--- config.mk ---
export PLATFORM = sky130hd
export DESIGN_NAME = arbiter_rr_desc
export DESIGN_NICKNAME = d
export VERILOG_FILES = /design/src/rtl/arbiter_pkg.sv /design/src/rtl/rr_picker.sv /design/src/rtl/arbiter_rr_desc.sv
export SDC_FILE = /design/constraint.sdc
export NUM_CORES = 1
export LEC_CHECK = 0
export BUFFER_PORTS_ARGS = -buffer_cell sky130_fd_sc_hd__buf_2
export CAP_MARGIN = 10
export CORE_MARGIN = 4
export CORE_UTILIZATION = 40
export DETAILED_ROUTE_END_ITERATION = 10
export PLACE_DENSITY_LB_ADDON = 0.1
export SLEW_MARGIN = 20
export SYNTH_ARGS = -nofsm -noshare
export SYNTH_HDL_FRONTEND = slang
export SYNTH_SLANG_ARGS = --single-unit
--- constraint.sdc ---
create_clock -name w_clock -period 4.6 [get_ports w_clock]
set_clock_uncertainty 0.05 [all_clocks]
set_input_delay 0.23 -clock w_clock [delete_from_list [all_inputs] [get_ports w_clock]]
set_output_delay 0.23 -clock w_clock [all_outputs]
set_load 0.05 [all_outputs]
--- src/rtl/arbiter_pkg.sv ---
// Shared types for the round-robin descriptor arbiter.
// Descriptor fields are sized for the widest supported build.
package arbiter_pkg;

  typedef enum logic [2:0] {
    IDLE,
    ARB,
    HDR,
    XFER,
    NEXT
  } state_e;

  localparam int STAGE_CONFIG  = 0;
  localparam int STAGE_WEIGHTS = 1;
  localparam int STAGE_ACTS    = 2;

  localparam int DESC_AW = 64;
  localparam int DESC_BW = 16;

  typedef struct packed {
    logic [DESC_AW-1:0] base;
    logic [DESC_AW-1:0] stride;
    logic [DESC_BW-1:0] burst;
  } desc_t;

endpackage

--- src/rtl/rr_picker.sv ---
// One-hot pick of the first pending core after ptr, with wrap.
// ARB_FIXED_PRIORITY_EN: highest pending index wins, ptr ignored.
module rr_picker #(
  parameter  int N  = 4,
  localparam int PW = $clog2(N)
) (
  input  logic [N-1:0]  pending,
  input  logic [PW-1:0] ptr,
  output logic [N-1:0]  grant,
  output logic [PW-1:0] sel
);

`ifdef ARB_FIXED_PRIORITY_EN
  logic unused_ptr;
  assign unused_ptr = ^ptr;

  always_comb begin
    grant = '0;
    sel   = '0;
    for (int i = 0; i < N; i++) begin
      if (pending[i]) begin
        grant    = '0;
        grant[i] = 1'b1;
        sel      = PW'(i);
      end
    end
  end
`else
  logic found;

  always_comb begin
    grant = '0;
    sel   = ptr;
    found = 1'b0;
    for (int i = 1; i <= N; i++) begin
      if (!found && pending[(int'(ptr) + i) % N]) begin
        found                        = 1'b1;
        grant[(int'(ptr) + i) % N]   = 1'b1;
        sel = PW'((int'(ptr) + i) % N);
      end
    end
  end
`endif

endmodule

--- src/rtl/arbiter_rr_desc.sv ---
// Round-robin memory arbiter for PE cores with programmable stage descriptors.
// Build with ARB_FIXED_PRIORITY_EN for legacy highest-index priority.
module arbiter_rr_desc
  import arbiter_pkg::*;
#(
  parameter  int MAIN_MEM_ADDR_WIDTH = 32,
  parameter  int NUM_CORES           = 4,
  parameter  int BURST_WIDTH         = 6,
  parameter  int NUM_READ_STAGES     = 3,
  localparam int STAGE_W = $clog2(NUM_READ_STAGES+1)
) (
  input  logic                           w_clock,
  input  logic                           w_rst_n,
  input  logic                           w_ready,
  input  logic [NUM_CORES-1:0]           w_req,
  output logic [NUM_CORES-1:0]           w_grant,
  output logic                           w_hdr,
  output logic [BURST_WIDTH-1:0]         w_burst,
  output logic                           w_valid,
  output logic [MAIN_MEM_ADDR_WIDTH-1:0] w_addr,
  output logic                           w_rw,
  input  logic                           w_mem_ready,
  output logic                           w_done,
  input  logic                           w_cfg_we,
  input  logic [STAGE_W-1:0]             w_cfg_stage,
  input  logic [MAIN_MEM_ADDR_WIDTH-1:0] w_cfg_base,
  input  logic [MAIN_MEM_ADDR_WIDTH-1:0] w_cfg_stride,
  input  logic [BURST_WIDTH-1:0]         w_cfg_burst
);

  localparam int AW = MAIN_MEM_ADDR_WIDTH;
  localparam int BW = BURST_WIDTH;
  localparam int NC = NUM_CORES;
  localparam int PW = $clog2(NUM_CORES);

  state_e              state_q;
  state_e              state_d;
  logic [NC-1:0]       pending_q;
  logic [NC-1:0]       load_q;
  logic [NC-1:0]       req_d_q;
  logic [NC-1:0]       grant_q;
  logic [PW-1:0]       ptr_q;
  logic [STAGE_W-1:0]  stage_q;
  logic [BW-1:0]       beat_q;
  logic                hdr_q;
  logic                done_q;
  desc_t               cur_q;
  desc_t               desc_q [NUM_READ_STAGES+1];

  logic [NC-1:0]       pick_grant;
  logic [PW-1:0]       pick_sel;
  desc_t               nxt_desc;
  logic                nxt_zero;
  logic [BW-1:0]       cur_burst;
  logic                last_beat;
  logic                beat_ok;
  logic                more;
  logic                finish;
  logic [NC-1:0]       clr;
  logic                unused_desc;

  rr_picker #(.N(NC)) u_pick (
    .pending (pending_q),
    .ptr     (ptr_q),
    .grant   (pick_grant),
    .sel     (pick_sel)
  );

  assign nxt_desc  = desc_q[stage_q];
  assign nxt_zero  = nxt_desc.burst[BW-1:0] == '0;
  assign cur_burst = cur_q.burst[BW-1:0];
  assign last_beat = beat_q == (cur_burst - BW'(1));
  assign beat_ok   = (state_q == XFER) && !hdr_q
                   && w_mem_ready;
  assign more      = stage_q < STAGE_W'(NUM_READ_STAGES-1);
  assign finish    = (state_q == NEXT) && !more;
  assign clr       = finish ? grant_q : '0;
  assign unused_desc = ^cur_q;

  always_comb begin
    state_d = state_q;
    unique case (state_q)
      IDLE: if (|pending_q) state_d = ARB;
      ARB:  state_d = HDR;
      HDR:  state_d = nxt_zero ? NEXT : XFER;
      XFER: if (beat_ok && last_beat) state_d = NEXT;
      NEXT: state_d = more ? HDR : IDLE;
      default: state_d = IDLE;
    endcase
  end

  always_ff @(posedge w_clock or negedge w_rst_n) begin
    if (!w_rst_n) state_q <= IDLE;
    else if (w_ready) state_q <= state_d;
  end

  // Descriptor writes are accepted even while w_ready is low.
  always_ff @(posedge w_clock or negedge w_rst_n) begin
    if (!w_rst_n) begin
      for (int i = 0; i <= NUM_READ_STAGES; i++)
        desc_q[i] <= '0;
    end else if (w_cfg_we &&
                 int'(w_cfg_stage) <= NUM_READ_STAGES) begin
      desc_q[w_cfg_stage].base   <= DESC_AW'(w_cfg_base);
      desc_q[w_cfg_stage].stride <= DESC_AW'(w_cfg_stride);
      desc_q[w_cfg_stage].burst  <= DESC_BW'(w_cfg_burst);
    end
  end

  always_ff @(posedge w_clock or negedge w_rst_n) begin
    if (!w_rst_n) begin
      pending_q <= '0;
      load_q    <= '0;
      req_d_q   <= '0;
      grant_q   <= '0;
      ptr_q     <= PW'(NUM_CORES-1);
      stage_q   <= STAGE_W'(STAGE_CONFIG);
      beat_q    <= '0;
      hdr_q     <= 1'b0;
      done_q    <= 1'b0;
      cur_q     <= '0;
    end else if (w_ready) begin
      req_d_q   <= w_req;
      pending_q <= (pending_q & ~clr)
                 | (w_req & ~req_d_q);
      done_q    <= finish;
      hdr_q     <= (state_q == HDR) && !nxt_zero;
      case (state_q)
        ARB: begin
          grant_q <= pick_grant;
          ptr_q   <= pick_sel;
          stage_q <= load_q[pick_sel]
                   ? STAGE_W'(NUM_READ_STAGES)
                   : STAGE_W'(STAGE_CONFIG);
        end
        HDR: begin
          cur_q  <= nxt_desc;
          beat_q <= '0;
        end
        XFER: begin
          if (beat_ok && !last_beat)
            beat_q <= beat_q + BW'(1);
        end
        NEXT: begin
          if (more) begin
            stage_q <= stage_q + STAGE_W'(1);
          end else begin
            load_q[ptr_q] <= ~load_q[ptr_q];
            grant_q       <= '0;
          end
        end
        default: ;
      endcase
    end
  end

  assign w_grant = grant_q;
  assign w_hdr   = hdr_q;
  assign w_burst = hdr_q ? cur_burst : '0;
  assign w_valid = (state_q == XFER) && !hdr_q;
  assign w_rw    = w_valid
                && (stage_q < STAGE_W'(NUM_READ_STAGES));
  assign w_done  = done_q;
  assign w_addr  = w_valid
                 ? cur_q.base[AW-1:0]
                   + AW'(ptr_q) * cur_q.stride[AW-1:0]
                   + AW'(beat_q)
                 : '0;

endmodule

==> results.rst <==
.. list-table::
   :header-rows: 1

   * - Metric
     - Value
   * - Outcome
     - finished, violations left
   * - Violations in the final reports
     - negative setup slack
   * - Hold/Removal Path Class
     - primary input to flip-flop
   * - Floorplan core area
     - 0.04895 sq mm
   * - Post-synth top flop
     - sky130_fd_sc_hd__dfrtp_1
   * - TritonCTS clock tree
     - yes
   * - Clk root buf
     - sky130_fd_sc_hd__clkbuf_16
   * - WP data required
     - 4.32 ns
   * - Leading cell type in the layout, fill and taps excluded
     - sky130_fd_sc_hd__dfrtp_1
   * - Wire per inst
     - 19.67 um
   * - Slew at the pin with the worst max-slew slack
     - 0.8986 ns
   * - Total vias in the final route
     - 12720
   * - Clock-pin slew of the registers on the worst-case setup and hold paths
     - 0.06 ns
   * - Placement row count
     - 81
   * - Top sig layer
     - met5
   * - Relative slew margins
     - 0.4010
   * - Final-stage net count
     - 1923
   * - Cell Pwr Density
     - 709.6 mW/mm^2
   * - Sequential fraction of the synthesis area
     - 0.4806
   * - Layout area overhead
     - 24.18%
   * - RSZ-0062 raised after global routing
     - yes
   * - Largest net degree at the start of global routing
     - 123
   * - Number of library cell types mapped by synthesis
     - 66
   * - Post-synthesis area per instance
     - 13.26 sq um
   * - Vias per std cell
     - 5.222
   * - CP Data Arrival Time
     - 4.64 ns
   * - Slew Limit Fails
     - 0
   * - Floorplan die height
     - 230.7 um
   * - Min cycle time layout
     - 4.924 ns
   * - GPL Wtd Cong
     - 0.8036
   * - Post-detailed-route DRC marker count
     - 0
   * - Reported max-cap violation count
     - 0
   * - H-tree depth
     - 2
   * - Share of async-settable or async-resettable flops after synthesis
     - 1.000
   * - PnR worst setup slack
     - -0.3241 ns
   * - Worst IR Drop VDD
     - 0.0003060 V
   * - Final worst path period share
     - 1.070
   * - Total placed instance area
     - 0.02158 sq mm
   * - Net count after synthesis
     - 1681
   * - Antenna violations before repair
     - 5
   * - Leakage Power
     - 10.69 nW
   * - Initial drt markers
     - 597
   * - Endpoint type of the worst setup path
     - output port
   * - Register bit count reported by yosys
     - 381
   * - Clock sink count
     - 381
   * - Startpoint-to-endpoint class of the critical path
     - flip-flop to output port
   * - Met1 Routed Length
     - 22.88 mm
   * - Boundary Pins
     - 127
   * - Setup TNS Final
     - -3.350 ns
   * - Final hold vios
     - 0
   * - Met2 routed WL
     - 22.79 mm
   * - Detailed placer's ending HPWL
     - 31.71 mm
   * - Maximum clock rate
     - 203.1 MHz
   * - Number of global-route vias before repair
     - 13565
   * - Metal3 WL
     - 1.609 mm
   * - Finished layout cell area
     - 0.02464 sq mm
   * - Wire length of the first global-routing pass
     - 77.59 mm
   * - Cell area after synthesis
     - 0.01984 sq mm
   * - Skew-Pair Late Insertion Delay
     - 0.57 ns
   * - Overall die width
     - 230.7 um
   * - Startpoint type of the worst setup path
     - flip-flop
   * - Final routed wirelength across all metal layers
     - 47.93 mm
   * - Inserted Clock Buffers
     - 44
   * - Share of cells above drive strength 1
     - 0.4288
   * - Count of input and output buffers
     - 126
   * - Count of flip-flops with a built-in enable after synthesis
     - 0
   * - Final setup vio count
     - 15
   * - Total gr overflow
     - 0
   * - Count of TritonRoute iterations in the first routing pass
     - 5
   * - GRT Util Overall
     - 0.1832
   * - Top library cells by usage in the layout, fill and taps aside
     - sky130_fd_sc_hd__dfrtp_1 (377), sky130_fd_sc_hd__mux2_2 (336), sky130_fd_sc_hd__buf_2 (104)
   * - Final antenna-violating net count
     - 0
   * - Count of synthesis-stage warnings from yosys
     - 0
   * - Initial core utilization
     - 0.4053
   * - Floorplan die area
     - 0.05323 sq mm
   * - Maximum number of buffers from clock root to sink
     - 3
   * - Synthesized instance count
     - 1496
   * - Critical path peak fanout
     - 7
[sequential cells by signal (all words and copies together) (netlist names)]
signal     count
desc_q       280
beat_q         6
load_q         4
stage_q        2
req_d_q        4
pending_q      4
w_grant        4
w_hdr          1
cur_q         64
ptr_q          2
w_done         1
state_q        3
cur_burst      6
[critical path: stages, from the launching register on]
cell	delay, ns
sky130_fd_sc_hd__dfstp_2	0.60
sky130_fd_sc_hd__nand2_2	0.08
sky130_fd_sc_hd__fa_2	0.44
sky130_fd_sc_hd__fa_1	0.50
sky130_fd_sc_hd__inv_2	0.04
sky130_fd_sc_hd__ha_4	0.17
sky130_fd_sc_hd__fa_2	0.39
sky130_fd_sc_hd__a211oi_4	0.26
sky130_fd_sc_hd__o21ai_2	0.11
sky130_fd_sc_hd__a211o_1	0.34
sky130_fd_sc_hd__a31oi_2	0.20
sky130_fd_sc_hd__nor2b_1	0.07
sky130_fd_sc_hd__or3_4	0.40
sky130_fd_sc_hd__xnor2_4	0.22
sky130_fd_sc_hd__nor2_4	0.06
sky130_fd_sc_hd__buf_6	0.18
[report_power, final]
| part | internal [mW] | leakage, nW | total [mW] | switching [mW] |
|---|---|---|---|---|
| Combinational | 4.12 | 5.43 | 8.96 | 4.84 |
| Sequential | 4.23 | 4.54 | 4.95 | 0.722 |
| Clock | 2.16 | 0.716 | 3.57 | 1.41 |
[cells in the mapped netlist (7+ instances only)]
cell type                    n  share of area
sky130_fd_sc_hd__a211oi_1    7         0.0026
sky130_fd_sc_hd__a21o_1      9         0.0034
sky130_fd_sc_hd__a21oi_1    33         0.0083
sky130_fd_sc_hd__a31oi_1    12         0.0038
sky130_fd_sc_hd__and2_1     54          0.017
sky130_fd_sc_hd__clkbuf_1   58          0.011
sky130_fd_sc_hd__dfrtp_1   379           0.48
sky130_fd_sc_hd__fa_1       36          0.036
sky130_fd_sc_hd__ha_1       68          0.043
sky130_fd_sc_hd__inv_1      70          0.013
sky130_fd_sc_hd__mux2_2    336           0.19
sky130_fd_sc_hd__mux4_2     73          0.083
sky130_fd_sc_hd__nand2_1    75          0.014
sky130_fd_sc_hd__nand3_1    12         0.0030
sky130_fd_sc_hd__nor2_1     54          0.010
sky130_fd_sc_hd__nor2b_1    10         0.0032
sky130_fd_sc_hd__nor3_1     14         0.0035
sky130_fd_sc_hd__o211ai_1    7         0.0026
sky130_fd_sc_hd__o21ai_0    45          0.011
sky130_fd_sc_hd__xnor2_1    16         0.0071
sky130_fd_sc_hd__xor2_1     18         0.0079
[through the flow]
stage	power, mW	hold slack, ns	setup WS (ns)	utilization	std cells
2_1_floorplan	10.47	-0.1156	-0.02413	-	1496
3_3_place_gp	12.74	0.2806	0.009293	0.4409	2253
3_5_place_dp	12.81	0.2823	-0.01543	0.4409	2253
4_1_cts	17.44	0.006369	-0.3802	0.4997	2428
5_1_grt	18.67	0.07570	-0.5425	0.5033	2436
6_report	17.48	0.03559	-0.3241	0.5033	2436
[final timing paths]
kind | endpoint | slack [ns] | start | cells past startpoint
hold / removal | state_q[2] | 0.04 | w_ready | 2
setup reg to reg | stage_q[0] | 1.08 | ptr_q[0] | 9
max in group asynchronous | desc_q[476] | 3.02 | w_rst_n | 3
min in group asynchronous | req_d_q[3] | 0.19 | w_rst_n | 2
hold reg to reg | desc_q[178] | 0.45 | desc_q[178] | 1
setup / recovery | w_addr[21] | -0.32 | ptr_q[0] | 15
[routing by layer]
metal	global-route usage	vias to the layer above
met4	0.03251	6
met1	0.2668	6617
met2	0.2936	161
li1	-	5886
met3	0.03221	50
met5	0	-
[cells by family (layout without fill, tap and decap cells)]
logic type | count (synthesis) | in the layout | synth area share
compound gates | 165 | 165 | 0.05638
mux | 414 | 414 | 0.2763
other cells | 0 | 2 | 0
simple gates | 252 | 252 | 0.06338
xor+xnor | 34 | 34 | 0.01501
flops | 381 | 381 | 0.4806
buf+inv | 146 | 420 | 0.02907
fa+ha+maj | 104 | 104 | 0.07920
[timing repair]
item / 4_1_cts / 5_1_grt
endpoints found under the setup margin: 19 / 22
pin swaps: 31 / 16
hold buffers: 83 / 0
hold endpoints to repair: 385 / 0
setup buffers: 14 / 7
gates resized for setup: 97 / 32
[area by class of cell]
cell class,count,area (sq um)
Multi-Input combinational cell,969,10290
Antenna cell,2,5.005
Sequential cell,381,9544
Clock buffer,68,1291
Fill cell,4330,24310
Clock inverter,10,188.9
Inverter,71,266.5
Tap cell,664,830.8
Timing Repair Buffer,271,2220
Note: power is estimated with default switching activity, not from simulation.
